$ cat config.mk
export PLATFORM = sky130hd
export DESIGN_NAME = offset_extend_arbiter
export DESIGN_NICKNAME = d
export VERILOG_FILES = /design/src/rtl/offset_extend_arbiter.sv
export SDC_FILE = /design/constraint.sdc
export NUM_CORES = 1
export LEC_CHECK = 0
export ABC_AREA = 1
export ABC_CLOCK_PERIOD_IN_PS = 2590
export CELL_PAD_IN_SITES_DETAIL_PLACEMENT = 1
export CELL_PAD_IN_SITES_GLOBAL_PLACEMENT = 1
export CORE_MARGIN = 10
export CORE_UTILIZATION = 30
export DETAILED_ROUTE_END_ITERATION = 8
export PLACE_DENSITY_LB_ADDON = 0.1
export SLEW_MARGIN = 20
export SYNTH_ARGS = -nofsm -noshare
export SYNTH_HDL_FRONTEND = slang
export SYNTH_SLANG_ARGS = --single-unit
$ cat constraint.sdc
create_clock -name clock -period 2.59 [get_ports clock]
set_input_delay 0.259 -clock clock [delete_from_list [all_inputs] [get_ports clock]]
set_output_delay 0.259 -clock clock [all_outputs]
set_load 0.1 [all_outputs]
$ cat src/rtl/offset_extend_arbiter.sv
`default_nettype none
// ============================================================================
// Module   : offset_extend_arbiter
// Purpose  : Round-robin shared offset sign/zero extender for two requesters,
//            registered result under valid/ready. Optional: OFFSET_ARB_ZEXT_EN.
// Revision : 1.0  initial release
// ============================================================================
module offset_extend_arbiter #(
    parameter int IN_WIDTH  = 4,
    parameter int OUT_WIDTH = 16
) (
    input  logic                 clock,
    input  logic                 reset,
    input  logic                 req0,
    input  logic [IN_WIDTH-1:0]  offset0,
    output logic                 ack0,
    input  logic                 req1,
    input  logic [IN_WIDTH-1:0]  offset1,
    output logic                 ack1,
`ifdef OFFSET_ARB_ZEXT_EN
    input  logic                 zext0,
    input  logic                 zext1,
`endif
    output logic [OUT_WIDTH-1:0] result,
    output logic                 result_id,
    output logic                 result_valid,
    input  logic                 result_ready
);

    localparam logic [1:0] S_IDLE = 2'd0;
    localparam logic [1:0] S_EXT  = 2'd1;
    localparam logic [1:0] S_DONE = 2'd2;

    logic [1:0]           r_state;
    logic [IN_WIDTH-1:0]  r_op;
    logic                 r_sel;
    logic                 r_last;
    logic                 r_zext;

    logic                 w_any;
    logic                 w_pick;
    logic [IN_WIDTH-1:0]  w_offset;
    logic                 w_zext_in;
    logic                 w_fill;
    logic [OUT_WIDTH-1:0] w_ext;

    assign w_any    = req0 | req1;
    // On a tie the port that did not win last time gets the grant.
    assign w_pick   = (req0 & req1) ? ~r_last : req1;
    assign w_offset = w_pick ? offset1 : offset0;

`ifdef OFFSET_ARB_ZEXT_EN
    assign w_zext_in = w_pick ? zext1 : zext0;
`else
    assign w_zext_in = 1'b0;
`endif

    assign w_fill = r_op[IN_WIDTH-1] & ~r_zext;

    generate
        if (OUT_WIDTH > IN_WIDTH) begin : g_ext_wide
            assign w_ext = {{(OUT_WIDTH-IN_WIDTH){w_fill}}, r_op};
        end else begin : g_ext_same
            assign w_ext = r_op;
        end
    endgenerate

    always_ff @(posedge clock or posedge reset) begin
        if (reset) begin
            r_state      <= S_IDLE;
            r_op         <= '0;
            r_sel        <= 1'b0;
            r_last       <= 1'b1;
            r_zext       <= 1'b0;
            ack0         <= 1'b0;
            ack1         <= 1'b0;
            result       <= '0;
            result_id    <= 1'b0;
            result_valid <= 1'b0;
        end else begin
            ack0 <= 1'b0;
            ack1 <= 1'b0;
            case (r_state)
                S_EXT: begin
                    result       <= w_ext;
                    result_id    <= r_sel;
                    result_valid <= 1'b1;
                    r_state      <= S_DONE;
                end
                default: begin
                    // IDLE, DONE with the result accepted, or an illegal code.
                    if (!((r_state == S_DONE) && !result_ready)) begin
                        result_valid <= 1'b0;
                        if (w_any) begin
                            r_op    <= w_offset;
                            r_zext  <= w_zext_in;
                            r_sel   <= w_pick;
                            r_last  <= w_pick;
                            ack0    <= ~w_pick;
                            ack1    <= w_pick;
                            r_state <= S_EXT;
                        end else begin
                            r_state <= S_IDLE;
                        end
                    end
                end
            endcase
        end
    end

endmodule
`default_nettype wire

==> results.toml, run 1 <==
[floorplan]
initial_utilization_pct = 30.8
floorplan.rows = 18
fp.coreArea_um2 = 2430
fp.dieArea_um2 = 4900
chip_height_um = 70.0
die_w_um = 70.0
io_pins = 33

[critical_path]
timing.reg2reg.worst_path_depth = 5
signal_arrival_time_at_the_worst_endpoint_ns = 1.24
critical_path_buf_inv_count = 1
crit_chain = "buf_4"
critical-path-max-stage-delay_ns = 0.59
setup.worst_path.end = "result[8]"
sort_of_element_at_the_start_of_the_critical_path = "register"
path_max_fanout = 14
reg2reg_setup_slack_ns = 1.40
critical_path_origin = "result[3]"
crit-reg2reg-capture = "r_sel"
path_class = "reg2out"
worst_ep_required_ns = 2.33
worst_flop_to_flop_path_startpoint = "r_last"
worst_setup_path_end_kind = "output pin"
worst_path_max_delay_cell = "sky130_fd_sc_hd__dfrtp_1"
cp_top_family = "flip-flops"
worst-path-stages = 1

[timing]
post_route_clock_skew_ns = 0.00501
period_minus_slack_ns = 1.50
slew_at_the_pin_closest_to_its_max_slew_limit_ns = 0.556
holdWs_ns = 0.334
finalSetupViolations = 0
fin_max_slew_vios = 0
max_clock_freq_mhz = 667
hold_viol = 0
fin_setup_tns_ns = 0
grt_setup_unrepaired = "no"
period_share_pct = 57.9
relSlewSlack_pct = 62.9

[clocking]
post_cts_buffers = 0
hold_buffers = 0
clkLatencyLatePin_ns = 0.28
cts_tree = "yes"
cts.root.buffer_cell = "sky130_fd_sc_hd__clkbuf_4"
clk_pin_slew_ns = 0.09
cts-resized-gates = 0
cts_sinks = 15
number_of_buffers_created_by_cts = 3
h-tree-depth = 1
cts_max_path_buffers = 2

[final_layout]
post-route-cell-area_um2 = 993
fillCellCount = 313
multi_input_comb_area_um2 = 256
finish.net_count = 132
area_delta_synth_final_pct = 32.6
final_cell_count_no_fill = 148
insertedDiodeCount = 0
seqCellArea_um2 = 377
post_route_cells_drive_above_1_share_pct = 26.3

[synthesis]
syn-num-nets = 107
synth_compound_area_share_pct = 0
dominant_combinational_cell_family_by_area_after_synthesis = "simple AND/OR/NAND/NOR gates"
post_synthesis_xor_xnor_area_fraction_pct = 0
synth_cells = 94
post_synth.cell_area_avg_um2 = 7.97
yosys.cell_types.count = 12
post_synth_and_or_nand_nor_area_fraction_pct = 34.2
post_synth_instance_area_um2 = 749
muxShareOfSynthArea_pct = 0
synth-adder-area-share_pct = 0
synth_seq_cells = 15
ys_seq_area_share_pct = 50.3
synth_warnings = 0

[global_routing]
grt_antenna_before_repair = 0
globalRouteOverflowTotal = 0
via_count_of_the_first_global_routing_pass = 694
wire_length_of_the_first_global_routing_pass_um = 3260
grt_max_degree = 16
grt_usage_pct = 7.68

[route]
ant_nets = 0
wl_um = 1800
vias = 607
detail_route.wl_per_cell_um = 12.2
detailedRoute.firstPassIterationCount = 4
vias_per_cell = 4.10
drt-initial-drc-count = 24
drc_violation_count_after_routing = 0

[placement]
dpl-instance-area_um2 = 967
place.gp.congestion = 0.698
dpl.hpwl_um = 1490
port_buffers = 32
post_placement_cell_count = 144

[min_path]
min_path_type = "in2async"

[status]
run_status = "complete, no violations"

[job]
drv.max_cap_violation_count = 0
worst register-to-register path, stage by stage (launching register included):
cell and delay, ns:
sky130_fd_sc_hd__dfstp_2 0.54, sky130_fd_sc_hd__nand2_1 0.11, sky130_fd_sc_hd__nand2_1 0.17, sky130_fd_sc_hd__inv_1 0.08
sky130_fd_sc_hd__nand3_1 0.13, sky130_fd_sc_hd__nand2_1 0.06
state kept, by name, summed over array words and instances, names as in the netlist:
register,count
ack0,1
ack1,1
r_last,1
r_op,4
r_sel,1
r_state,1
result,4
result_id,1
result_valid,1
area by class of cell:
cell class	instances	area share (%)
well taps	30	3.78
repair buffers	32	27.2
flip-flops and latches	15	37.9
inverters	7	2.64
multi-input cells	60	25.8
clock buffers	4	2.64
cell usage after synthesis, drive strengths merged:
master / number / area (um^2)
buf: 12 / 90.1
dfrtp: 14 / 350
dfstp: 1 / 26.3
inv: 7 / 26.3
nand2: 48 / 195
nand3: 5 / 25.0
nor2: 7 / 36.3
routing by layer:
metal / routed length (um) / share of wire [%] / track usage [%] / vias to the layer above
met3: 172 / 9.5 / 2.82 / 0
li1: - / - / - / 320
met5: 0 / 0 / 0 / -
met4: 0 / 0 / 3.29 / 0
met2: 842 / 47 / 12.1 / 24
met1: 788 / 44 / 9.11 / 263
cell families (layout without fill, tap and decap cells):
group	Yosys count	count (layout)
AND/OR/NAND/NOR	60	60
buffers and inverters	19	43
flip-flops	15	15
through the flow:
step	utilization (%)	worst slack, ns
after floorplan	-	0.808
after global placement	39.8	1.12
final	40.8	1.09
after CTS	40.8	1.06
after global routing	40.8	0.993
after detailed placement	39.8	1.12
cell usage in the layout (no fill, tap or decap), types with 3 or more instances in the layout:
cell,n
sky130_fd_sc_hd__clkdlybuf4s50_1,12
sky130_fd_sc_hd__nand2_2,3
sky130_fd_sc_hd__nand3_1,5
sky130_fd_sc_hd__nor2_1,5
sky130_fd_sc_hd__inv_1,6
sky130_fd_sc_hd__nand2_1,44
sky130_fd_sc_hd__clkbuf_4,3
sky130_fd_sc_hd__buf_4,20
sky130_fd_sc_hd__dfrtp_1,14
worst min path at each step:
stage	slack, ns	end	start
floorplan	0.16	ack0	reset
global placement	0.46	result[0]	result[0]
detailed placement	0.47	r_sel	r_sel
CTS	0.36	result[2]	reset
global route	0.40	result[2]	reset
finish	0.33	result[2]	reset
Power of run 1 is not shown: default switching activity piles up to over one toggle a cycle in this logic, so the estimate is an artifact.
==> inputs of run 2 (changes only) <==
Settings changed: ABC_CLOCK_PERIOD_IN_PS 2590 to 1300, CORE_UTILIZATION 30 to 25.
Clock period 2.59 ns to 1.3 ns, I/O delays scaled along.
==> results.toml, run 2 (synthesis gave the netlist of run 1 again) <==
[status]
run_status = "complete, no violations"

[placement]
place_worst_setup_slack_ns = 0.00357
dpl.hpwl_um = 1750
post_placement_cell_count = 151
port_buffers = 32
place.gp.congestion = 0.676

[critical_path]
path_class = "reg2out"
crit_chain = "buf_6, buf_12"
worst_path_max_delay_cell = "sky130_fd_sc_hd__dfrtp_2"
sort_of_element_at_the_start_of_the_critical_path = "register"
critical-path-max-stage-delay_ns = 0.37
path_max_fanout = 9
signal_arrival_time_at_the_worst_endpoint_ns = 1.06
worst_setup_path_end_kind = "output pin"
worst_ep_required_ns = 1.17

[floorplan]
io_pins = 33
floorplan.rows = 19
fp.dieArea_um2 = 5590
fp.coreArea_um2 = 2810
chip_height_um = 74.8
die_w_um = 74.8
initial_utilization_pct = 26.7

[clocking]
clk_pin_slew_ns = 0.09
number_of_buffers_created_by_cts = 3
cts_sinks = 15
h-tree-depth = 1
cts_max_path_buffers = 2
cts_tree = "yes"
hold_buffers = 0
cts.root.buffer_cell = "sky130_fd_sc_hd__clkbuf_4"
clkLatencyLatePin_ns = 0.27

[timing]
finalSetupViolations = 0
max_clock_freq_mhz = 844
fin_setup_tns_ns = 0
period_minus_slack_ns = 1.19
fin_max_slew_vios = 0
slew_at_the_pin_closest_to_its_max_slew_limit_ns = 0.205
relSlewSlack_pct = 86.3
grt_setup_unrepaired = "no"
post_route_clock_skew_ns = 0.00497
hold_viol = 0
period_share_pct = 91.2
final_critical_path_setup_slack_ns = 0.115

[global_routing]
globalRouteOverflowTotal = 0
via_count_of_the_first_global_routing_pass = 767
grt_antenna_before_repair = 0
wire_length_of_the_first_global_routing_pass_um = 3480
grt_max_degree = 16
grt_usage_pct = 8.00

[final_layout]
most_common_cell_after_layout_fill_and_taps_aside = "sky130_fd_sc_hd__nand2_1"
insertedDiodeCount = 0
final_core_utilization_pct = 46.2
final_cell_mix = "44 x sky130_fd_sc_hd__nand2_1, 20 x sky130_fd_sc_hd__buf_12, 12 x sky130_fd_sc_hd__dfrtp_1, 12 x sky130_fd_sc_hd__clkdlybuf4s50_1, 6 x sky130_fd_sc_hd__inv_1"
fillCellCount = 325
post_route_cells_drive_above_1_share_pct = 31.5
finish.net_count = 138
largestRegisters = "r_op x4, result x4"
area_delta_synth_final_pct = 73.0
final_cell_count_no_fill = 155

[route]
vias = 648
drc_violation_count_after_routing = 0
vias_per_cell = 4.18
ant_nets = 0
drt-initial-drc-count = 7
wl_um = 1990
detailedRoute.firstPassIterationCount = 3
detail_route.wl_per_cell_um = 12.9

[job]
drv.max_cap_violation_count = 0

[min_path]
min_path_type = "in2async"
## run 2: worst paths after layout
check,from,end,slack (ns),cells past startpoint
max,result[3],result[4],0.11,2
min,reset,r_op[0],0.15,3
max reg2reg,r_last,r_sel,0.16,5
min reg2reg,r_last,r_last,0.48,2
max in group asynchronous,reset,r_last,0.91,3
min in group clock,r_last,r_last,0.48,2
## run 2: per-stage QoR
step                      cell area, um^2  hold WS [ns]
final                                1300         0.151
after global routing                 1300         0.187
after CTS                            1290         0.157
after detailed placement             1270         0.463
after global placement               1270         0.451
after floorplan                       752        0.0306
## run 2: area by class of cell
class | instances | area (um^2) | area share (%)
clock buffers | 4 | 26.3 | 2.03
inverters | 7 | 26.3 | 2.03
multi-input cells | 60 | 256 | 19.8
flip-flops and latches | 15 | 379 | 29.2
well taps | 31 | 38.8 | 2.99
repair buffers | 38 | 569 | 43.9
## run 2: repair_timing
item / in CTS / in global routing
resized for setup: 0 / 1
buffers inserted: 0 / 0
setup endpoints to repair: 0 / 9
## run 2: routing by layer
| metal | wire [um] | track usage, % | vias up |
|---|---|---|---|
| met3 | 186 | 2.37 | 2 |
| met1 | 736 | 7.70 | 289 |
| li1 | - | - | 332 |
| met2 | 1030 | 14.4 | 25 |
| met5 | 0 | 0 | - |
| met4 | 41 | 5.67 | 0 |
## run 2: worst max-delay path, delay by kind of cell, from the launching register on
family | cells | cell delay [ns]
buf+inv | 2 | 0.40
flops | 1 | 0.37
Power of run 2 is left out for the same reason.
